<file path="src/rtl/tpu_io_pkg.sv">
// tpu_io_pkg: shared constants for the TPU board I/O path.
//   N_BTN / N_SW             - conditioned button / switch channel counts
//                              (SW15 is reserved for reset and not conditioned)
//   DEBOUNCE_CYCLES_DEFAULT  - 10 ms stability window at 100 MHz
//   BASYS3_*                 - raw pin counts used by the board top wrapper
//   cnt_width()              - stability counter width for a given window
package tpu_io_pkg;

  localparam int N_BTN                   = 5;
  localparam int N_SW                    = 15;
  localparam int DEBOUNCE_CYCLES_DEFAULT = 1_000_000;

  localparam int BASYS3_N_BTN = 5;
  localparam int BASYS3_N_SW  = 16;
  localparam int BASYS3_N_LED = 16;
  localparam int BASYS3_N_SEG = 7;
  localparam int BASYS3_N_AN  = 4;

  // A one-cycle window still needs a 1-bit counter to stay a legal vector.
  function automatic int cnt_width(input int cycles);
    return (cycles > 1) ? $clog2(cycles) : 1;
  endfunction

endpackage

</file>
<file path="src/rtl/basys3_input_conditioner_if.sv">
// basys3_input_conditioner_if: raw board pins in, conditioned levels/events out.
//   btn_raw, sw_raw        - asynchronous pins (driven by master)
//   btn_level, sw_level    - debounced levels
//   btn_press, btn_release - one-cycle per-bit button events
//   sw_changed             - one-cycle pulse on any switch change
// master = board/consumer side, slave = the conditioner.
interface basys3_input_conditioner_if #(
  parameter int N_BTN = tpu_io_pkg::N_BTN,
  parameter int N_SW  = tpu_io_pkg::N_SW
);

  logic [N_BTN-1:0] btn_raw;
  logic [N_SW-1:0]  sw_raw;
  logic [N_BTN-1:0] btn_level;
  logic [N_BTN-1:0] btn_press;
  logic [N_BTN-1:0] btn_release;
  logic [N_SW-1:0]  sw_level;
  logic             sw_changed;

  modport master (
    output btn_raw, sw_raw,
    input  btn_level, btn_press, btn_release, sw_level, sw_changed
  );

  modport slave (
    input  btn_raw, sw_raw,
    output btn_level, btn_press, btn_release, sw_level, sw_changed
  );

endinterface

</file>
<file path="src/rtl/debounce_bit.sv">
// debounce_bit: one input channel - synchronizer, stability-counter debounce
// and edge detection.
//   clk, rst - system clock, synchronous active-high reset
//   raw      - asynchronous input pin
//   level    - debounced level
//   rise     - one-cycle pulse when a 0->1 change is accepted
//   fall     - one-cycle pulse when a 1->0 change is accepted
module debounce_bit
  import tpu_io_pkg::*;
#(
  parameter int SYNC_STAGES     = 2,
  parameter int DEBOUNCE_CYCLES = DEBOUNCE_CYCLES_DEFAULT
) (
  input  logic clk,
  input  logic rst,
  input  logic raw,
  output logic level,
  output logic rise,
  output logic fall
);

  localparam int              CNT_W    = cnt_width(DEBOUNCE_CYCLES);
  localparam logic [CNT_W-1:0] CNT_LAST = CNT_W'(DEBOUNCE_CYCLES - 1);

  logic [SYNC_STAGES-1:0] sync_q;
  logic                   synced;
  logic                   stable;
  logic [CNT_W-1:0]       cnt;

  always_ff @(posedge clk) begin
    if (rst) begin
      sync_q <= '0;
    end else begin
      sync_q <= {sync_q[SYNC_STAGES-2:0], raw};
    end
  end

  assign synced = sync_q[SYNC_STAGES-1];

  // Any sample agreeing with the accepted level restarts the window, so
  // only an uninterrupted run of DEBOUNCE_CYCLES differing samples wins.
  always_ff @(posedge clk) begin
    if (rst) begin
      stable <= 1'b0;
      cnt    <= '0;
      rise   <= 1'b0;
      fall   <= 1'b0;
    end else begin
      rise <= 1'b0;
      fall <= 1'b0;
      if (synced == stable) begin
        cnt <= '0;
      end else if (cnt == CNT_LAST) begin
        stable <= synced;
        cnt    <= '0;
        rise   <= synced;
        fall   <= ~synced;
      end else begin
        cnt <= cnt + 1'b1;
      end
    end
  end

  assign level = stable;

endmodule

</file>
<file path="src/rtl/basys3_input_conditioner.sv">
// basys3_input_conditioner: conditions Basys3 buttons and switches for the
// TPU core. Each bit runs through its own debounce_bit channel.
//   clk, rst - system clock, synchronous active-high reset
//   io       - slave side of basys3_input_conditioner_if:
//              btn_raw/sw_raw in; btn_level, btn_press, btn_release,
//              sw_level, sw_changed out
module basys3_input_conditioner
  import tpu_io_pkg::*;
#(
  parameter int N_BTN           = tpu_io_pkg::N_BTN,
  parameter int N_SW            = tpu_io_pkg::N_SW,
  parameter int SYNC_STAGES     = 2,
  parameter int DEBOUNCE_CYCLES = DEBOUNCE_CYCLES_DEFAULT
) (
  input logic                       clk,
  input logic                       rst,
  basys3_input_conditioner_if.slave io
);

  logic [N_BTN-1:0] btn_stable;
  logic [N_BTN-1:0] btn_rise;
  logic [N_BTN-1:0] btn_fall;
  logic [N_SW-1:0]  sw_stable;
  logic [N_SW-1:0]  sw_rise;
  logic [N_SW-1:0]  sw_fall;

  for (genvar i = 0; i < N_BTN; i++) begin : g_btn
    debounce_bit #(
      .SYNC_STAGES     (SYNC_STAGES),
      .DEBOUNCE_CYCLES (DEBOUNCE_CYCLES)
    ) u_debounce (
      .clk   (clk),
      .rst   (rst),
      .raw   (io.btn_raw[i]),
      .level (btn_stable[i]),
      .rise  (btn_rise[i]),
      .fall  (btn_fall[i])
    );
  end

  for (genvar i = 0; i < N_SW; i++) begin : g_sw
    debounce_bit #(
      .SYNC_STAGES     (SYNC_STAGES),
      .DEBOUNCE_CYCLES (DEBOUNCE_CYCLES)
    ) u_debounce (
      .clk   (clk),
      .rst   (rst),
      .raw   (io.sw_raw[i]),
      .level (sw_stable[i]),
      .rise  (sw_rise[i]),
      .fall  (sw_fall[i])
    );
  end

  assign io.btn_level   = btn_stable;
  assign io.btn_press   = btn_rise;
  assign io.btn_release = btn_fall;
  assign io.sw_level    = sw_stable;

  // The per-channel pulses are already flopped, so this OR lines sw_changed
  // up with the cycle in which sw_level changes.
  assign io.sw_changed = |(sw_rise | sw_fall);

endmodule

</file>
<file path="src/flat_wrapper.sv">
// flat-port wrapper written by rule: the top's interface ports become plain ports
module basys3_input_conditioner_flat import tpu_io_pkg::*;
#(
  parameter int N_BTN           = tpu_io_pkg::N_BTN,
  parameter int N_SW            = tpu_io_pkg::N_SW,
  parameter int SYNC_STAGES     = 2,
  parameter int DEBOUNCE_CYCLES = DEBOUNCE_CYCLES_DEFAULT
)
  (clk, rst, io_btn_raw, io_sw_raw, io_btn_level, io_btn_press, io_btn_release, io_sw_level, io_sw_changed);
  basys3_input_conditioner_if #(.N_BTN(N_BTN), .N_SW(N_SW)) io_i ();
  input logic clk;
  input logic rst;
  input wire logic [$bits(io_i.btn_raw)-1:0] io_btn_raw;
  input wire logic [$bits(io_i.sw_raw)-1:0] io_sw_raw;
  output wire logic [$bits(io_i.btn_level)-1:0] io_btn_level;
  output wire logic [$bits(io_i.btn_press)-1:0] io_btn_press;
  output wire logic [$bits(io_i.btn_release)-1:0] io_btn_release;
  output wire logic [$bits(io_i.sw_level)-1:0] io_sw_level;
  output wire logic [$bits(io_i.sw_changed)-1:0] io_sw_changed;
  assign io_i.btn_raw = io_btn_raw;
  assign io_i.sw_raw = io_sw_raw;
  assign io_btn_level = io_i.btn_level;
  assign io_btn_press = io_i.btn_press;
  assign io_btn_release = io_i.btn_release;
  assign io_sw_level = io_i.sw_level;
  assign io_sw_changed = io_i.sw_changed;
  basys3_input_conditioner #(.N_BTN(N_BTN), .N_SW(N_SW), .SYNC_STAGES(SYNC_STAGES), .DEBOUNCE_CYCLES(DEBOUNCE_CYCLES)) u_core (.clk(clk), .rst(rst), .io(io_i));
endmodule
</file>
<file path="config.mk">
export PLATFORM = sky130hd
export DESIGN_NAME = basys3_input_conditioner_flat
export DESIGN_NICKNAME = d
export VERILOG_FILES = /design/src/rtl/tpu_io_pkg.sv /design/src/rtl/basys3_input_conditioner_if.sv /design/src/rtl/debounce_bit.sv /design/src/rtl/basys3_input_conditioner.sv /design/src/flat_wrapper.sv
export SDC_FILE = /design/constraint.sdc
export NUM_CORES = 1
export LEC_CHECK = 0
export CAP_MARGIN = 30
export CORE_ASPECT_RATIO = 1.75
export CORE_MARGIN = 2
export CORE_UTILIZATION = 30
export CTS_BUF_LIST = sky130_fd_sc_hd__clkbuf_2 sky130_fd_sc_hd__clkbuf_4 sky130_fd_sc_hd__clkbuf_8
export CTS_CLUSTER_DIAMETER = 80
export CTS_CLUSTER_SIZE = 40
export DETAILED_ROUTE_END_ITERATION = 8
export PLACE_DENSITY_LB_ADDON = 0.12
export SYNTH_ARGS = -nofsm -noshare
export SYNTH_HDL_FRONTEND = slang
export SYNTH_HIERARCHICAL = 1
export SYNTH_SLANG_ARGS = --single-unit
</file>
<file path="constraint.sdc">
create_clock -name clk -period 2.55 [get_ports clk]
set_clock_uncertainty 0.1 [all_clocks]
set_input_delay 0.255 -clock clk [delete_from_list [all_inputs] [get_ports clk]]
set_output_delay 0.255 -clock clk [all_outputs]
set_load 0.005 [all_outputs]
</file>
==> impl_metrics.ini <==
[synthesis]
synth_warnings = 6
synthTopCellsByArea = dfxtp_1 (45%), xnor2_1 (10%), nor2_1 (7.2%)
synth.yosys.seq_area_share = 0.455
async_flop_share = 0
synth_edf_count = 0
avgSynthCellArea_sq_um = 9.12
synth_seq_cells = 500
yosysMostFrequentCell = dfxtp_1
ys_top_cells_by_count = dfxtp_1 (500), nor2_1 (422), xnor2_1 (261)
ys_types = 40
synth_ff_type = dfxtp_1
yosys.area.top_type_share = 0.455
synth_nets = 2456
netlist_area_sq_um = 22000
synthCells = 2414
yosys.area.top_type = dfxtp_1

[flow_run]
maxCapViolCount = 0

[cells_and_area]
drive_above_1_share = 0.0710
finish.utilization = 0.340
final_nets = 2555
areaGrowthSynthToFinish_pct = 12.2
n_fill_cell = 7670

[floorplan]
dieArea_sq_um = 75700
num_rows = 131
dieWidth_um = 209
coreArea_sq_um = 72800
start_util = 0.303
die_y_um = 362
io_pins = 53

[routing]
antenna_left = 0
first_iter_violations = 596
viasPerCell = 4.79
wl_mm = 45.8
dr_total_vias = 16600
post-route-drc-count = 0
drt-wirelength-per-cell_um = 13.2
detail_route.first_pass.iterations = 5

[clock_tree]
cts_buffers = 27
clock_sinks = 500
post_cts_buffers = 0
htree_num_levels = 1
clock_path_buffers = 3
cts_tree = done
root_buffer = clkbuf_8
clock_latency_ps = 720
clk_pin_slew_ps = 170

[sta]
setup_slack_ps = 72.5
fmax_mhz = 404
min_period_ps = 2480
tightest_slew_ps = 656
rsz0062_at_grt = true
finalCritPeriodShare = 0.972
slew_headroom = 0.559
report.final.slew_viol_count = 0
finalHoldViolCount = 0
setup_violations = 0

[pwr]
p_leak_nw = 6.89
clockPowerShare = 0.361
switching_share = 0.263
p_comb_frac = 0.018
share_seq_of_total_power = 0.621
p_int_mw = 9.36
max-vdd-ir-drop_mv = 0.352
netSwitchingPower_mw = 3.34
power_density_nw_per_um2 = 514

[setup_path]
worst-r2r-cell-count = 5
crit_fanout = 1
critPathSlowestCell = or4_4
path_depth = 4
crit_chain = or4_4 > nor3_4 > nand4_1 > buf_2
path_buf_inv = 1
worstSetupPathType = register to primary output
worstPathArrival_ps = 2120
critPathTopFamily = simple AND/OR/NAND/NOR gates
slowest_delay_ps = 540
worst-endpoint-required_ps = 2190
cp-end-kind = primary output
crit_path_start_kind = register

[global_routing]
grt.met1_usage = 0.133
first_global_vias = 16800
grt_max_degree = 36
groute.usage.overall = 0.122
antenna_found_initial = 1
grt_use_met2 = 0.238
grtUsageMet3 = 0.0175
grt_pass1_wl_mm = 79.3
gr-max-usage-layer = met2
overflow = 0

[hold_path]
hp-class = input port to register
hold_depth = 2

[placement]
io_buffers = 52
place_ws_ps = 248
dp_hpwl_mm = 33.3
gp_congestion = 0.746

[run_status]
status = finished clean
cell families (layout without fill, tap and decap cells):
logic type	after synthesis	after routing	synth area share
AOI/OAI and AO/OA	120	120	0.0355
and+or+nand+nor	1294	1294	0.325
other	0	1	0
buffers and inverters	121	241	0.0286
xor gates and xnor gates	320	320	0.127
DFF	500	500	0.455
adders and majority gates	20	20	0.0114
muxes	39	39	0.0177
final cells by class:
type / instances / area [sq um] / share of cell area
sequential: 500 / 10000 / 0.405
clock inverter: 21 / 404 / 0.0164
tap: 931 / 1160 / 0.0471
inverter: 79 / 297 / 0.0120
multi-input combinational: 1793 / 11400 / 0.462
antenna: 1 / 2.50 / 0.000101
clock buffer: 29 / 393 / 0.0159
timing repair buffer: 112 / 1020 / 0.0413
cell usage in the layout, fill, tap and decap left out, drive strengths merged, types with 4 or more instances in the layout:
cell type	synthesis	layout
mux2i	39	39
buf	41	44
dlygate4sd3	0	18
nand2b	59	59
nand3	157	157
a31o	19	19
o31ai	38	38
clkinv	0	8
xnor2	261	261
nor3	143	143
a21oi	58	58
and3	4	4
nor4	88	88
ha	20	20
or2	20	20
dfxtp	500	500
or4	39	39
clkdlybuf4s50	0	50
xor2	59	59
clkbuf	1	29
inv	79	91
nand4	101	101
nor4b	60	60
and4	20	20
nor2b	40	40
nand2	118	118
nor2	422	422
or3	20	20
stage by stage:
stage                     hold WS, ps  power [mW]  instance area, sq um  setup TNS, ps  std cells
after global routing             33.7        13.3                 24700          -94.8       3466
after global placement            319        8.26                 23700              0       3397
after CTS                       0.227        13.1                 24700           -137       3465
final                            73.6        12.7                 24700              0       3466
after floorplan                   227        8.16                 22000              0       2414
after detailed placement          326        8.26                 23700              0       3397
what timing repair did:
item | 4_1_cts | 5_1_grt
endpoints found under the setup margin | 1 | 1
hold buffers | 18 | 0
gates resized for setup | 8 | 2
endpoints found under the hold margin | 36 | 0
pin swaps | 2 | 2
path summary, 6_finish.rpt:
check             slack (ps)                                   end                                  from
setup reg to reg         480     u_core/g_sw[0].u_debounce/cnt[11]     u_core/g_sw[0].u_debounce/cnt[17]
hold / removal            70   u_core/g_sw[0].u_debounce/sync_q[0]                          io_sw_raw[0]
setup / recovery          70                         io_sw_changed        u_core/g_sw[6].u_debounce/fall
hold reg to reg          340  u_core/g_sw[10].u_debounce/sync_q[1]  u_core/g_sw[10].u_debounce/sync_q[0]
worst reg2reg max path: stages (launching register included):
cell     delay [ps]
dfxtp_1         430
nand3_1         160
nor4b_1         560
a31o_1          430
buf_4           250
nor2_1           60
flip-flops by register name, indices dropped and copies added, names as in the netlist:
| name | flops |
|---|---|
| u_core/g_sw.u_debounce/rise | 15 |
| u_core/g_sw.u_debounce/fall | 15 |
| u_core/g_btn.u_debounce/rise | 5 |
| u_core/g_btn.u_debounce/sync_q | 10 |
| u_core/g_btn.u_debounce/fall | 5 |
| u_core/g_sw.u_debounce/level | 15 |
| u_core/g_btn.u_debounce/cnt | 100 |
| u_core/g_sw.u_debounce/cnt | 300 |
| u_core/g_sw.u_debounce/sync_q | 30 |
| u_core/g_btn.u_debounce/level | 5 |
metal layers:
layer | wire, um | up-vias
met2 | 24000 | 137
met4 | 1040 | 0
li1 | - | 8598
met1 | 19500 | 7795
met5 | 0 | -
met3 | 1370 | 61
power by group through the flow:
stage	Clock [mW]	Combinational [mW]	Sequential (mW)
finish	4.59	0.230	7.89
global route	5.15	0.257	7.90
CTS	4.93	0.236	7.89
detailed placement	0	0.214	8.05
global placement	0	0.212	8.05
floorplan	0	0.121	8.04
(Power assumes the default switching activity.)
